==> src/rtl/tnn_thr_cmp_bank.sv <==
// tnn_thr_cmp_bank: bank of CH threshold comparators with a 2-stage valid/ready pipeline.
//
// Each channel compares its W-bit feature against a programmable threshold in either
// strict (gt) or non-strict (ge) mode. DROP_LSB low bits of both operands are ignored,
// which trades accuracy for a narrower compare. Stage 1 registers the decision vector.
// Stage 2 registers the vector and its popcount (vote) and drives the outputs.
//
// Ports:
//   clk, rst               clock, synchronous active-high reset
//   cfg_we/ch/thr/mode     per-channel threshold/mode write port (never stalls the pipe)
//   in_valid/ready/data    input sample stream, channel i at in_data[i*W +: W]
//   out_valid/ready        output stream handshake
//   out_bits, out_count    per-channel decisions and their popcount

module tnn_thr_cmp_bank #(
  parameter int unsigned W        = 3,
  parameter int unsigned CH       = 4,
  parameter int unsigned DROP_LSB = 0,
  localparam int unsigned ChW     = (CH > 1) ? $clog2(CH) : 1,
  localparam int unsigned CntW    = $clog2(CH + 1)
) (
  input  logic              clk,
  input  logic              rst,
  input  logic              cfg_we,
  input  logic [ChW-1:0]    cfg_ch,
  input  logic [W-1:0]      cfg_thr,
  input  logic              cfg_mode,
  input  logic              in_valid,
  output logic              in_ready,
  input  logic [CH*W-1:0]   in_data,
  output logic              out_valid,
  input  logic              out_ready,
  output logic [CH-1:0]     out_bits,
  output logic [CntW-1:0]   out_count
);

  logic [W-1:0]    thr_q [CH];
  logic [CH-1:0]   mode_q;

  logic            s1_valid_q;
  logic [CH-1:0]   s1_bits_q;
  logic            s2_valid_q;
  logic [CH-1:0]   s2_bits_q;
  logic [CntW-1:0] s2_count_q;

  logic            adv2;
  logic            accept;
  logic [CH-1:0]   dec;
  logic [CntW-1:0] pop;

  // Stage 2 can take stage 1's sample if it is empty or is being drained this cycle.
  assign adv2     = s1_valid_q & (~s2_valid_q | out_ready);
  assign in_ready = ~s1_valid_q | adv2;
  assign accept   = in_valid & in_ready;

  // Decisions use the current (pre-write) threshold/mode registers, so a sample accepted
  // in the same cycle as a config write sees the old values.
  always_comb begin
    dec = '0;
    for (int i = 0; i < CH; i++) begin
      if (mode_q[i]) begin
        dec[i] = (in_data[i*W +: W] >> DROP_LSB) >= (thr_q[i] >> DROP_LSB);
      end else begin
        dec[i] = (in_data[i*W +: W] >> DROP_LSB) > (thr_q[i] >> DROP_LSB);
      end
    end
  end

  always_comb begin
    pop = '0;
    for (int i = 0; i < CH; i++) begin
      pop = pop + CntW'(s1_bits_q[i]);
    end
  end

  // Threshold/mode registers. Reset leaves every channel unable to fire (max thr, gt).
  always_ff @(posedge clk) begin
    if (rst) begin
      for (int i = 0; i < CH; i++) begin
        thr_q[i] <= '1;
      end
      mode_q <= '0;
    end else if (cfg_we && (int'(cfg_ch) < int'(CH))) begin
      thr_q[cfg_ch]  <= cfg_thr;
      mode_q[cfg_ch] <= cfg_mode;
    end
  end

  // Stage 1: decision vector.
  always_ff @(posedge clk) begin
    if (rst) begin
      s1_valid_q <= 1'b0;
      s1_bits_q  <= '0;
    end else if (accept) begin
      s1_valid_q <= 1'b1;
      s1_bits_q  <= dec;
    end else if (adv2) begin
      s1_valid_q <= 1'b0;
    end
  end

  // Stage 2: output register; holds while out_valid & ~out_ready.
  always_ff @(posedge clk) begin
    if (rst) begin
      s2_valid_q <= 1'b0;
      s2_bits_q  <= '0;
      s2_count_q <= '0;
    end else if (adv2) begin
      s2_valid_q <= 1'b1;
      s2_bits_q  <= s1_bits_q;
      s2_count_q <= pop;
    end else if (out_ready) begin
      s2_valid_q <= 1'b0;
    end
  end

  assign out_valid = s2_valid_q;
  assign out_bits  = s2_bits_q;
  assign out_count = s2_count_q;

endmodule

==> config.mk <==
export PLATFORM = sky130hd
export DESIGN_NAME = tnn_thr_cmp_bank
export DESIGN_NICKNAME = d
export VERILOG_FILES = /design/src/rtl/tnn_thr_cmp_bank.sv
export SDC_FILE = /design/constraint.sdc
export NUM_CORES = 1
export LEC_CHECK = 0
export CAP_MARGIN = 20
export CORE_UTILIZATION = 25
export DETAILED_ROUTE_END_ITERATION = 8
export GPL_ROUTABILITY_DRIVEN = 1
export GPL_TIMING_DRIVEN = 1
export PLACE_DENSITY = 0.45
export SLEW_MARGIN = 20
export SYNTH_ARGS = -nofsm -noshare
export SYNTH_HDL_FRONTEND = slang
export SYNTH_SLANG_ARGS = --single-unit
==> constraint.sdc <==
create_clock -name clk -period 1.8 [get_ports clk]
set_clock_uncertainty 0.2 [all_clocks]
set_input_delay 0.18 -clock clk [delete_from_list [all_inputs] [get_ports clk]]
set_output_delay 0.18 -clock clk [all_outputs]
set_load 0.05 [all_outputs]
---- Word level (Yosys, flattened, before mapping) ----
Memories as Yosys holds them, arrays and structs flattened.
Cells that the tools add are included.
word-level totals
  bits in registers ....................... 17
  bits in writable memories ............... 12
  logic and storage cells ................. 49
  memories kept ........................... 1
cells by class
  $add $sub $neg .......................... 3
  magnitude comparators ................... 10
  muxes and demuxes ....................... 19
  bitwise gates (word level) .............. 6
  reductions and logical operators ........ 4
memories
  memory  depth  width  read ports  clocked after Yosys merged registers in  write ports  RTL line  source
  thr_q   4      3      4           0                                        4            37        logic [W-1:0] thr_q [CH];
operators with widths
  kind                                                  count
  2-to-1 mux 1 bit                                      15
  >= comparator 3 bit                                   4
  greater-than comparator 3 bit                         4
  bitwise mux 4 bit                                     1
  nonzero test 2 bit                                    2
  adder 2 x 1 -> 3 bit                                  1
  adder 3 x 1 -> 3 bit                                  1
  < comparator 2 x 3 -> 1 bit (second input constant)   1
  2-to-1 mux 3 bit                                      1
  OR reduction 3 bit                                    1
  adder 1 x 1 -> 2 bit                                  1
  bitwise AND 1 bit                                     2
  demux 1 bit (select 2 bit)                            1
  >= comparator 2 x 1 -> 1 bit (second input constant)  1
  2-to-1 mux 2 bit                                      1
  NOT 1 bit                                             2
  OR 1 bit                                              2
  logical AND 1 bit                                     1

---- Longest topological paths before layout ----
  depth in word-level cells ............... 6
  mapped depth ............................ 7
  depth with buffers taken out ............ 7

---- Worst setup path before layout ----
OpenSTA, ideal clock, no wires.
  kind .................................... reg2reg
  start ................................... register s1_bits_q[0]
  end ..................................... register s2_count_q[1], in the netlist out_count[1]
  library setup time ...................... 0.119 ns
  arrival time ............................ 1.459 ns
  setup slack ............................. 0.022 ns
  stages on the path, launching flop included .. 8
  cells stage by stage .................... dfxtp_1 -> inv_1 -> fa_1 -> inv_1 -> ha_1 -> ha_1 -> nand3_1 -> a21oi_1
between the ends
  longest elaborated chain between the ends .. 3
ends and longest elaborated chain
  element                 RTL line  source
  start, declared         41        logic [CH-1:0] s1_bits_q;
  start signal, assigned  93        s1_bits_q <= '0;
  start signal, assigned  96        s1_bits_q <= dec;
  adder 1 x 1 -> 2 bit    72        pop = pop + CntW'(s1_bits_q[i]);
  adder 2 x 1 -> 3 bit    72
  adder 3 x 1 -> 3 bit    72
  net pop[1]              49        logic [CntW-1:0] pop;
  end signal, assigned    111       s2_count_q <= pop;
  end, declared           44        logic [CntW-1:0] s2_count_q;
The timed path passes the listed nets, and every way through them passes these cells.
A chain may end at the register's enable or synchronous reset.

---- Worst setup path in the final report ----
  start ................................... register s1_bits_q[3]
  end ..................................... register s2_count_q[1], in the netlist out_count[1]
between the ends
  longest elaborated chain between the ends .. 1
ends and longest elaborated chain
  element               RTL line
  adder 3 x 1 -> 3 bit  72
  net pop[1]            49
The timed path passes the listed nets, and every way through them passes these cells.

==> summary.txt <==
Power
  – PD cells: 729 mW/mm^2
  – Switching power: 0.000414 W
  – VDD IR max: 0.265 mV
  – Switch share: 0.264
  – Logic pwr share: 0.202
  – Clock power frac: 0.322
  – Int Power: 0.00115 W
  – Flop pwr share: 0.476
  – Leakage dissipation: 0.863 nW

Place
  – Placer Congestion: about 0.78
  – DP Worst Slack: -159 ps
  – Hpwl dp: 2.76 mm
  – Port bufs: 31

Worst setup path
  – WS Path Type: reg2reg
  – Critical Path Start Type: flip-flop
  – CP Data Required Time: about 1800 ps
  – R2R setup slack: 2 ps
  – Crit path DAT: 1810 ps
  – Crit Path Max Fanout: 2
  – Worst setup EP type: flip-flop

Global route
  – GRT Max-Usage Layer: met2
  – Pin count of the biggest net entering global routing: 12
  – GRT Overall Usage: 0.116
  – Number of global-route vias before repair: 1290
  – Initial antenna violation count: 0
  – Routing usage on met2: 0.206
  – Global-route wire length before repair: between 5 and 6 mm
  – Total grt overflow: 0
  – Met3 Usage GRT: 0.0270
  – Met1 Track Usage GR: 0.136

Yosys
  – Synth Warn #: 0
  – Top_reg_cell synth: dfxtp_1
  – Asr flop ratio synth: 0
  – Mapped Area: 0.00155 mm^2
  – Mapped Cells: 157
  – Mean Syn Cell Area: roughly 9.9 um^2
  – Syn nets: 195
  – Number of enable flip-flop cells after synthesis: 12
  – Seq/Total Area, Yosys: 0.452
  – Distinct cells, synth: 26
  – Synthesis-stage register bit count: 29

CTS
  – Clk buf depth: 2
  – Clock root cell: clkbuf_8
  – CTS Buf Count: 5
  – Clock-pin slew on the worst setup and hold paths: 60 ps
  – H-tree depth: 2
  – Clk sinks: 29
  – Worst-skew pair later-pin latency: ~280 ps
  – CTS tree: done

Floorplan
  – Die width: around 80 um
  – Num ports: 32
  – Core area: just under 0.006 mm^2
  – Placement row count: 28
  – Die ar.: approximately 0.0065 mm^2
  – Chip Height: 80.7 um
  – Initial Util: 0.260

STA
  – Rel. slew slack: 0.743
  – Final setup TNS: 0 ps
  – Fin worst setup slack: ~1.9 ps
  – Fmax: 556 MHz
  – Final setup fails: 0
  – Least-Margin Pin Slew: 385 ps
  – Tcrit/Tclk final: 0.999
  – Fin. max-slew vios: 0
  – RSZ-0062 raised after global routing: true
  – Final hold violations: 0
  – Tmin final: 1800 ps

Hold path
  – Min-Delay Path Class: reg2reg

Routing
  – DRC errors left: 0
  – Total wire length: 3.45 mm
  – Initial DRC Count: 33
  – Number of vias in the routed layout: 1245
  – Post-DRT Antenna Nets: 0
  – Drt via density: approximately 4.4
  – Drt wl/cell: approximately 12 um
  – DRT Pass-1 Iters: 2

Layout
  – Share of the core filled with cells: 0.361
  – Layout cells sized above 1: 0.237
  – Area Overhead vs Synth: 38.5%
  – Ant diodes: 0
  – Final net count: 244

Run status
  – Run status: finished clean

Flow run
  – # Max-Cap Violations: 0
[metrics by stage]
step | hold slack (ps) | total power (W) | cells | instance area, um^2
6_report | 254 | 0.00157 | 282 | 2150
5_1_grt | 280 | 0.00166 | 282 | 2150
4_1_cts | 258 | 0.00158 | 282 | 2140
3_5_place_dp | 249 | 0.00106 | 274 | 2030
3_3_place_gp | 246 | 0.00105 | 274 | 2030
2_1_floorplan | 101 | 0.000928 | 157 | 1550
[final timing paths]
check / endpoint / cells past startpoint / start
worst min-delay path: mode_q[1] / 2 / mode_q[1]
worst max register to register: out_count[1] / 7 / s1_bits_q[3]
worst min register to register: mode_q[1] / 2 / mode_q[1]
worst max-delay path: out_count[1] / 7 / s1_bits_q[3]
[layer usage]
layer / share of wire / wire length (um)
met1: 0.45 / 1560
met2: 0.51 / 1760
met3: 0.024 / 82
met4: 0.013 / 45
met5: 0 / 0
[synth_stat cells, drive strengths merged (3+ instances only)]
cell,count,area share
inv,22,0.053
dfxtp,17,0.22
ha,14,0.11
edfxtp,12,0.23
nand2,11,0.027
o21ai,11,0.036
a21oi,10,0.032
nand2b,10,0.040
nand3,10,0.032
nor2,8,0.019
a211oi,4,0.019
nand4b,4,0.023
o32ai,4,0.042
nor2b,3,0.012
or2b,3,0.015
[power groups by stage]
stage                     clock (W)  sequential [W]  combinational (W)
after floorplan                   0        0.000774           0.000154
after global placement            0        0.000757           0.000296
after detailed placement          0        0.000757           0.000304
after CTS                  0.000522        0.000744           0.000311
after global routing       0.000558        0.000749           0.000356
final                      0.000505        0.000745           0.000316
[worst max-delay path, stage by stage, from the launching register on]
cell and delay [ps]:
dfxtp_2 330, inv_2 40, fa_1 540, inv_2 40
ha_4 150, ha_4 250, nand3_2 60, a21oi_2 120
[registers in the layout, indices dropped and copies added (netlist names)]
signal and flops:
s1_valid_q 1, out_count 3, out_valid 1, out_bits 4
mode_q 4, s1_bits_q 4, thr_q 12
[layout by cell type, fill, tap and decap left out, types with 2 or more instances in the layout]
master           count
edfxtp_1            12
nor2_1               8
nand2_1             11
ha_1                12
nand2b_1            10
o32ai_2              4
nand4b_1             4
or2b_1               3
a211oi_1             4
inv_1               18
o21ai_0             11
dfxtp_1             14
clkdlybuf4s50_1     22
nor2b_1              3
mux2i_1              2
a21oi_1              9
buf_4               23
clkbuf_8             5
nand3b_1             2
inv_2                4
ha_4                 2
dfxtp_2              3
nand3_1              9
clkinv_2             2
[cells by family after synthesis]
logic type                 Yosys count  synth area share
DFF                                 29             0.452
and+or+nand+nor                     56             0.207
adders and majority gates           15             0.126
buffers and inverters               26            0.0726
muxes                                2            0.0129
AOI/OAI and AO/OA                   29             0.129
[final cells by class]
class	instances	area [um^2]
Fill cell	617	3810
Multi-Input combinational cell	102	771
Sequential cell	29	704
Timing Repair Buffer	46	413
Tap cell	75	93.8
Inverter	22	82.6
Clock buffer	6	72.6
Clock inverter	2	10.0
[repair_timing]
item                       CTS  global route
setup endpoints to repair    1             1
buffers inserted             0             0
gates resized for setup      9             2
pin swaps                    3             1
hold buffers                 0             0
Note: power is estimated with default switching activity, not from simulation.
